==> config.mk <==
export PLATFORM = sky130hd
export DESIGN_NAME = milley_decoder
export DESIGN_NICKNAME = d
export VERILOG_FILES = /design/src/rtl/milley_decoder.sv
export SDC_FILE = /design/constraint.sdc
export NUM_CORES = 1
export LEC_CHECK = 0
export CAP_MARGIN = 20
export CORE_MARGIN = 10
export CORE_UTILIZATION = 60
export CTS_BUF_LIST = sky130_fd_sc_hd__clkbuf_8
export DETAILED_ROUTE_END_ITERATION = 10
export DONT_BUFFER_PORTS = 1
export GPL_ROUTABILITY_DRIVEN = 0
export PLACE_DENSITY = 0.76
export SLEW_MARGIN = 20
export SYNTH_ARGS = -nofsm -noshare
export SYNTH_HDL_FRONTEND = slang
export SYNTH_SLANG_ARGS = --single-unit
==> constraint.sdc <==
create_clock -name clk_i -period 3.4 [get_ports clk_i]
set_input_delay 0.68 -clock clk_i [delete_from_list [all_inputs] [get_ports clk_i]]
set_output_delay 0.68 -clock clk_i [all_outputs]
set_load 0.01 [all_outputs]
==> src/rtl/milley_decoder.sv <==
// rtl/milley_decoder.sv - inverse of the lab 4-state Mealy automaton with one-symbol lookahead
module milley_decoder (
    input  logic       clk_i,
    input  logic       rst_ni,
    input  logic       sym_valid_i,
    input  logic [1:0] sym_i,
    output logic       sym_ready_o,
    output logic       a_valid_o,
    output logic [1:0] a_o,
    output logic [1:0] state_o,
    output logic       pending_o,
    output logic       err_o,
    output logic [7:0] err_cnt_o
);

    localparam logic [1:0] C1 = 2'd0;
    localparam logic [1:0] C2 = 2'd1;
    localparam logic [1:0] C3 = 2'd2;
    localparam logic [1:0] C4 = 2'd3;

    localparam logic [1:0] A1 = 2'd1;
    localparam logic [1:0] A2 = 2'd2;
    localparam logic [1:0] A3 = 2'd3;

    logic [1:0] state_q, state_d;
    logic       pending_q, pending_d;
    // The hold register only ever holds the second A3 of a resolved pending
    // symbol, so a full flag is all the storage it needs.
    logic       hold_full_q, hold_full_d;

    logic       a_valid_q, a_valid_d;
    logic [1:0] a_q, a_d;
    logic       err_q, err_d;
    logic [7:0] err_cnt_q, err_cnt_d;

    logic       accept;
    logic       illegal;
    logic       emit;
    logic [1:0] emit_a;

    assign accept = sym_valid_i & ~hold_full_q;

    // Tracked automaton state, lookahead flag and hold register
    always_ff @(posedge clk_i or negedge rst_ni) begin
        if (!rst_ni) begin
            state_q     <= C1;
            pending_q   <= 1'b0;
            hold_full_q <= 1'b0;
        end else begin
            state_q     <= state_d;
            pending_q   <= pending_d;
            hold_full_q <= hold_full_d;
        end
    end

    // Decode the accepted symbol against the current state, or drain the hold register
    always_comb begin
        state_d     = state_q;
        pending_d   = pending_q;
        hold_full_d = hold_full_q;
        illegal     = 1'b0;
        emit        = 1'b0;
        emit_a      = 2'd0;
        if (hold_full_q) begin
            hold_full_d = 1'b0;
            emit        = 1'b1;
            emit_a      = A3;
        end else if (accept) begin
            case (state_q)
                C1: begin
                    // Sym 1 covers both A1 and the automaton's idle input.
                    if (sym_i == 2'd0) begin
                        illegal = 1'b1;
                    end else begin
                        emit    = 1'b1;
                        emit_a  = sym_i;
                        state_d = sym_i - 2'd1;
                    end
                end
                C2: begin
                    if (sym_i == 2'd0) begin
                        emit    = 1'b1;
                        emit_a  = A3;
                        state_d = C1;
                    end else begin
                        illegal = 1'b1;
                    end
                end
                C3: begin
                    case (sym_i)
                        2'd0: begin emit = 1'b1; emit_a = A1; state_d = C4; end
                        2'd2: begin emit = 1'b1; emit_a = A2; state_d = C1; end
                        2'd3: begin emit = 1'b1; emit_a = A3; state_d = C2; end
                        default: illegal = 1'b1;
                    endcase
                end
                default: begin
                    // C4: a 1 is ambiguous until the next symbol shows whether
                    // the automaton stayed in C4 (A1) or left to C1 (A3).
                    if (!pending_q) begin
                        if (sym_i == 2'd1) pending_d = 1'b1;
                        else               illegal   = 1'b1;
                    end else begin
                        case (sym_i)
                            2'd1: begin
                                emit   = 1'b1;
                                emit_a = A1;
                            end
                            2'd0: begin
                                emit        = 1'b1;
                                emit_a      = A3;
                                hold_full_d = 1'b1;
                                state_d     = C1;
                                pending_d   = 1'b0;
                            end
                            default: illegal = 1'b1;
                        endcase
                    end
                end
            endcase
            if (illegal) begin
                state_d   = C1;
                pending_d = 1'b0;
            end
        end
    end

    // Next values of the registered outputs
    always_comb begin
        a_valid_d = emit;
        a_d       = emit ? emit_a : a_q;
        err_d     = illegal;
        err_cnt_d = (illegal && (err_cnt_q != 8'hff)) ? err_cnt_q + 8'd1 : err_cnt_q;
    end

    // Output registers
    always_ff @(posedge clk_i or negedge rst_ni) begin
        if (!rst_ni) begin
            a_valid_q <= 1'b0;
            a_q       <= 2'd0;
            err_q     <= 1'b0;
            err_cnt_q <= 8'd0;
        end else begin
            a_valid_q <= a_valid_d;
            a_q       <= a_d;
            err_q     <= err_d;
            err_cnt_q <= err_cnt_d;
        end
    end

    assign sym_ready_o = ~hold_full_q;
    assign a_valid_o   = a_valid_q;
    assign a_o         = a_q;
    assign state_o     = state_q;
    assign pending_o   = pending_q;
    assign err_o       = err_q;
    assign err_cnt_o   = err_cnt_q;

endmodule

==> metrics.md, run 1 <==
| Metric | Value |
|---|---|
| Switching Share | `38.0%` |
| Top post-synthesis cells by area | `dfrtp_1 38%, ha_1 13%, xnor2_1 5.0%` |
| Slew Viols, Final | `0` |
| Commonest non-fill, non-tap cell in the layout | `dfrtp_1` |
| IO Port Bufs | `0` |
| H-tree levels | `1` |
| GRT Total Usage | `a little under an eighth` |
| Hold-fix buffers at CTS | `0` |
| Syn Area/Cell | `9.93 sq um` |
| DRT iter0 DRCs | `41` |
| Placed Area | `1070 sq um` |
| Final worst setup slack | `1450 ps` |
| DRC Markers | `0` |
| Ys async rst share | `100%` |
| Clock share of power | `21.6%` |
| ANT nets after route | `0` |
| Die footprint | `between 3000 and 4000 sq um` |
| Total power | `0.000749 W` |
| Layout cell share with drive strength beyond 1 | `8.26%` |
| EDFF count, synth | `0` |
| Max clock buf depth | `2` |
| Most frequent cells in the layout | `16 x dfrtp_1, 11 x inv_1, 11 x ha_1, 8 x nand4_1, 6 x xnor2_1` |
| Max-cap viol count | `0` |
| Initial antenna violation count | `0` |
| Skew-Pair Late Insertion Delay | `between 200 and 300 ps` |
| Final Cycle Share | `a little under three fifths` |
| Largest net degree at the start of global routing | `17` |
| CP required | `3530 ps` |
| WHS | `122 ps` |
| Reg power frac | `about 45%` |
| Syn nets | `roughly 120` |
| Hold Crit Class | `input pin to async pin` |
| Vias/cell | `6.28` |
| Worst Tran Pin Value | `roughly 410 ps` |
| Crit path kind | `flip-flop to flip-flop` |
| WL/cell | `16.2 um` |
| Clk_skew | `around 3.1 ps` |
| Die width | `61.9 um` |
| First-pass GRT wire length | `3470 um` |
| PwrDens | `between 600 and 700 nW/um^2` |
| N_diodes | `0` |
| Pre-CTS WS | `1200 ps` |
| Post-synth cell types | `33` |
| Final setup viols | `0` |
| Critical path arrival | `2090 ps` |
| CP Launch Type | `flip-flop` |
| Critical path fanouts, max | `7` |
| Sum of negative setup slack | `0 ps` |
| Ys flop type | `dfrtp_1` |
| Via count | `791` |
| CTS tree | `done` |
| Lkg Pwr | `0.509 nW` |
| Mapped Area | `1050 sq um` |
| Inserted Clock Buffers | `3` |
| CTS clk-pin slew, worst paths | `roughly 60 ps` |
| CTS root buf | `clkbuf_8` |
| Largest area contributor in the netlist | `dfrtp_1` |
| Post-CTS Setup Inserts | `0` |
| Pre-antenna DRT Iters | `4` |
| # rows | `15` |
| Internal | `roughly 0.00046 W` |
| Psw | `around 0.00028 W` |
| Post-Syn Instances | `106` |
| Vias in the first global route | `745` |
| Combinational power share | `33.0%` |
| Post-route cell area | `about 1100 sq um` |
| Top cell type's share of synthesized area | `roughly two fifths` |
| Io pins | `21` |
| Warnings, synthesis | `0` |
| Final global-route overflow total | `0` |
| HPWL Detailed | `1600 um` |
| Layout Nets | `around 130` |
| Synthesized flop and latch total | `16` |
| RSZ-0062 raised after global routing | `no` |
| Area growth from synthesis to layout | `6.78%` |
| Post-cts resize count | `0` |
| Core area | `between 1500 and 2000 sq um` |
| Status | `complete, no violations` |
| Fmax | `512 MHz` |
| Max IR drop VDD | `0.453 mV` |
| DRT Wirelength | `2050 um` |
| Setup crit end kind | `flip-flop` |
| Final hold vios | `0` |
| Starting density of the core | `62.3%` |
| Max-slew headroom | `between 70% and 80%` |
| Clock sink count | `16` |
| Fin crit period | `1950 ps` |
| Die Ht | `61.9 um` |
| Sequential area share after synthesis | `38.0%` |
[cell usage after synthesis (all sizes together), types with 3 or more instances]
cell	count
dfrtp	16
ha	11
inv	11
nand4	8
nand3	6
xnor2	6
nand2	5
o21ai	5
a21oi	4
nand2b	4
nor2	3
nor3	3
[metal layers]
metal	GRT usage, %	vias up	share of wire, %
li1	-	392	-
met2	17.6	18	46
met4	4.46	0	1.0
met1	14.5	377	44
met5	0	-	0
met3	6.10	4	8.5
[sequential cells by signal, summed over array words and instances (netlist names)]
signal	cells
hold_full_q	1
a_o	2
err_cnt_o	8
a_valid_o	1
state_o	2
pending_o	1
err_o	1
[kinds of logic after synthesis]
| family | Yosys count | share of synthesized area (%) |
|---|---|---|
| xor gates and xnor gates | 6 | 4.99 |
| adders and majority gates | 11 | 13.1 |
| AOI/OAI and AO/OA | 22 | 15.8 |
| buffers and inverters | 12 | 4.40 |
| DFF | 16 | 38.0 |
| muxes | 4 | 4.04 |
| and+or+nand+nor | 35 | 19.6 |
[stage by stage]
stage / util [%] / std cells
after floorplan: - / 106
after global placement: 63.3 / 122
after detailed placement: 63.3 / 122
after CTS: 66.5 / 126
after global routing: 66.5 / 126
final: 66.5 / 126
[worst max-delay path, stage by stage, from the launching register on]
cell and delay, ps:
dfrtp_1 460, inv_1 120, ha_1 310, nor3_1 100
a2111oi_1 390, o21ai_1 170, a32o_1 290
[path summary, 6_finish.rpt]
kind	from	to	slack, ps	depth (start not counted)
min in group clk_i	hold_full_q$_DFF_PN0_	a_valid_o$_DFF_PN0_	500	1
max in group asynchronous	rst_ni	err_cnt_o[7]$_DFFE_PN0P_	3210	0
setup reg to reg	state_o[0]$_DFFE_PN0P_	state_o[1]$_DFFE_PN0P_	1450	6
hold reg to reg	hold_full_q$_DFF_PN0_	a_valid_o$_DFF_PN0_	500	1
hold / removal	rst_ni	hold_full_q$_DFF_PN0_	120	0
setup / recovery	state_o[0]$_DFFE_PN0P_	state_o[1]$_DFFE_PN0P_	1450	6
[cell type report]
type	count	area, sq um
clock buffer	4	55.1
sequential	16	400
fill	144	566
tap	17	21.3
multi-input combinational	78	606
inverter	11	41.3
[power by group through the flow]
stage | combinational [W] | sequential [W] | clock [W]
after detailed placement | 0.000245 | 0.000347 | 0
after floorplan | 0.000205 | 0.000324 | 0
after global routing | 0.000282 | 0.000351 | 0.000178
final | 0.000247 | 0.000340 | 0.000162
after global placement | 0.000240 | 0.000345 | 0
after CTS | 0.000246 | 0.000344 | 0.000166
Note: power is estimated with default switching activity, not from simulation.
==> run 2: changes to the inputs <==
==> constraint.sdc (replaced) <==
create_clock -name clk_i -period 1.8 [get_ports clk_i]
set_input_delay 0.36 -clock clk_i [delete_from_list [all_inputs] [get_ports clk_i]]
set_output_delay 0.36 -clock clk_i [all_outputs]
set_load 0.01 [all_outputs]
==> run 2 against run 1 <==
Against the previous run: global-route usage up 1.7 points; routed wire length rose by 17%; non-clock buffer count rose by 13; via count rose by 8.6%; largest power group is now combinational cells; critical endpoint is now err_cnt_o[1]$_DFFE_PN0P_; register-to-register slack worse by 1400 ps; fmax rose by 15%; design area rose by 12%; sequential power is 84% higher; power is 110% higher.
==> metrics.md, run 2 (synthesis results as in run 1) <==
| Metric | Value |
|---|---|
| Pre-antenna DRT Iters | `4 (unchanged)` |
| N_diodes | `0 (unchanged)` |
| Layout Utilization | `74.7% (+8.2 points)` |
| Placed Area | `1140 sq um (+7.0%)` |
| ANT nets after route | `0 (unchanged)` |
| IO Port Bufs | `0 (unchanged)` |
| Setup crit end kind | `flip-flop` |
| Layout cell share with drive strength beyond 1 | `24.6% (+16 points)` |
| Final global-route overflow total | `0 (unchanged)` |
| Layout fillers | `115 (-20%)` |
| Final hold vios | `0 (unchanged)` |
| DRT Wirelength | `2390 um (+17%)` |
| Max-cap viol count | `0 (unchanged)` |
| Io pins | `21 (unchanged)` |
| Max FFs per register | `8 (unchanged)` |
| DRT iter0 DRCs | `34 (-17%)` |
| Crit path kind | `flip-flop to flip-flop` |
| Max IR drop VDD | `0.968 mV (+110%)` |
| Die width | `61.9 um (unchanged)` |
| Die Ht | `61.9 um (unchanged)` |
| WL/cell | `17.2 um (+5.8%)` |
| Slowest CP cell | `dfrtp_2` |
| Final setup viols | `0 (unchanged)` |
| Worst Tran Pin Value | `690 ps (+279 ps)` |
| Status | `complete, no violations` |
| Largest stage delay on the critical path | `450 ps (about the same)` |
| Starting density of the core | `62.3% (unchanged)` |
| Worst path buffer plus inverter count | `1 (unchanged)` |
| Core area | `1690 sq um (unchanged)` |
| Slew Viols, Final | `0 (unchanged)` |
| Most frequent cells in the layout | `14 x dfrtp_1, 12 x buf_4, 9 x inv_1, 8 x nand4_1, 8 x ha_1` |
| PwrDens | `1260 nW/um^2 (+88%)` |
| Top delay family on crit path | `multiplexers` |
| Die footprint | `3830 sq um (unchanged)` |
| CP required | `1920 ps (-1610 ps)` |
| Fin crit period | `1710 ps (-248 ps)` |
| Critical path arrival | `1830 ps (-260 ps)` |
| # rows | `15 (unchanged)` |
| Clock sink count | `16 (unchanged)` |
| Clk_skew | `2.23 ps (-0.880 ps)` |
| Fmax | `586 MHz (+15%)` |
| Inserted Clock Buffers | `3 (unchanged)` |
| Lkg Pwr | `0.570 nW (+12%)` |
| Final Cycle Share | `94.8% (+37 points)` |
| Skew-Pair Late Insertion Delay | `240 ps (about the same)` |
| Vias in the first global route | `870 (+17%)` |
| Worst Setup SP | `state_o[1]$_DFFE_PN0P_` |
| CTS clk-pin slew, worst paths | `60 ps (about the same)` |
| CP Launch Type | `flip-flop` |
| CTS tree | `done` |
| Via count | `859 (+8.6%)` |
| Initial antenna violation count | `0 (unchanged)` |
| Hold Path Depth | `1` |
| Layout Nets | `139 (+10%)` |
| Setup crit end | `err_cnt_o[1]$_DFFE_PN0P_` |
| Hold Crit Class | `input pin to flip-flop` |
| RR Startpoint | `state_o[1]$_DFFE_PN0P_` |
| Commonest non-fill, non-tap cell in the layout | `dfrtp_1` |
| R2R cell count | `6 (unchanged)` |
| CTS root buf | `clkbuf_8` |
| Largest net degree at the start of global routing | `17 (unchanged)` |
| HPWL Detailed | `1840 um (+15%)` |
| CP Depth | `6 (unchanged)` |
| Vias/cell | `6.18 (-1.6%)` |
| Post-route cell area | `1260 sq um (+12%)` |
| DRC Markers | `0 (unchanged)` |
| Max-slew headroom | `53.9% (-19 points)` |
| Area growth from synthesis to layout | `20.0%` |
| Max clock buf depth | `2 (unchanged)` |
| GRT Total Usage | `13.7% (+1.7 points)` |
| R2r setup slk | `90 ps (-1350 ps)` |
| First-pass GRT wire length | `4000 um (+15%)` |
| RSZ-0062 raised after global routing | `no` |
| Crit path cell chain | `inv_2 > ha_2 > mux2i_2 > a21oi_4 > nand3_2 > mux2_1` |
| Critical path fanouts, max | `6 (-1)` |
| Reg2reg end | `err_cnt_o[1]$_DFFE_PN0P_` |
| H-tree levels | `1 (unchanged)` |
## run 2: cell count changes in the layout (fill, tap and decap cells not counted), sizes merged
cell | previous run | this run
dlygate4sd3 | 0 | 1
buf | 0 | 12
## run 2: area by class of cell
type	instances	area, sq um	share of cell area (%)
Sequential cell	16	403	31.9
Timing Repair Buffer	13	100	7.93
Inverter	11	41.3	3.27
Multi-Input combinational cell	78	642	50.8
Tap cell	17	21.3	1.68
Clock buffer	4	55.1	4.36
## run 2: metal layers
metal  track usage [%]  wire length (um)  vias up
met1              16.4               976      410
li1                  -                 -      415
met2              21.7              1190       32
met5                 0                 0        -
met4              3.50                17        0
met3              6.30               200        2
## run 2: through the flow
| stage | hold WS (ps) | worst slack, ps | std cells | power, W | TNS (ps) |
|---|---|---|---|---|---|
| 2_1_floorplan | 64.4 | 61.5 | 106 | 0.000999 | 0 |
| 3_5_place_dp | 64.9 | -69.5 | 132 | 0.00118 | -157 |
| 6_report | 286 | 93.5 | 139 | 0.00159 | 0 |
| 3_3_place_gp | 64.9 | -27.3 | 132 | 0.00115 | -51.3 |
| 5_1_grt | 268 | 0.673 | 139 | 0.00171 | 0 |
| 4_1_cts | 285 | -10.2 | 137 | 0.00152 | -20.1 |
## run 2: report_power, final
part,internal (W),switching [W],leakage [nW]
Clock,0.000194,0.000111,0.0288
Sequential,0.000467,0.000158,0.205
Combinational,0.000320,0.000336,0.336
Total,0.000981,0.000605,0.570
## run 2: worst min-delay path by stage
stage                start             endpoint
2_1_floorplan       rst_ni   a_o[0]$_DFFE_PN0P_
3_3_place_gp        rst_ni   a_o[1]$_DFFE_PN0P_
3_5_place_dp        rst_ni   a_o[1]$_DFFE_PN0P_
4_1_cts        sym_valid_i  a_valid_o$_DFF_PN0_
5_1_grt        sym_valid_i  a_valid_o$_DFF_PN0_
6_report       sym_valid_i  a_valid_o$_DFF_PN0_
## run 2: what timing repair did
action / CTS / global route
hold endpoints to repair: 16 / 0
pin swaps: 1 / 2
hold buffers: 1 / 0
resized for setup: 3 / 8
setup buffers: 0 / 2
setup endpoints to repair: 6 / 9
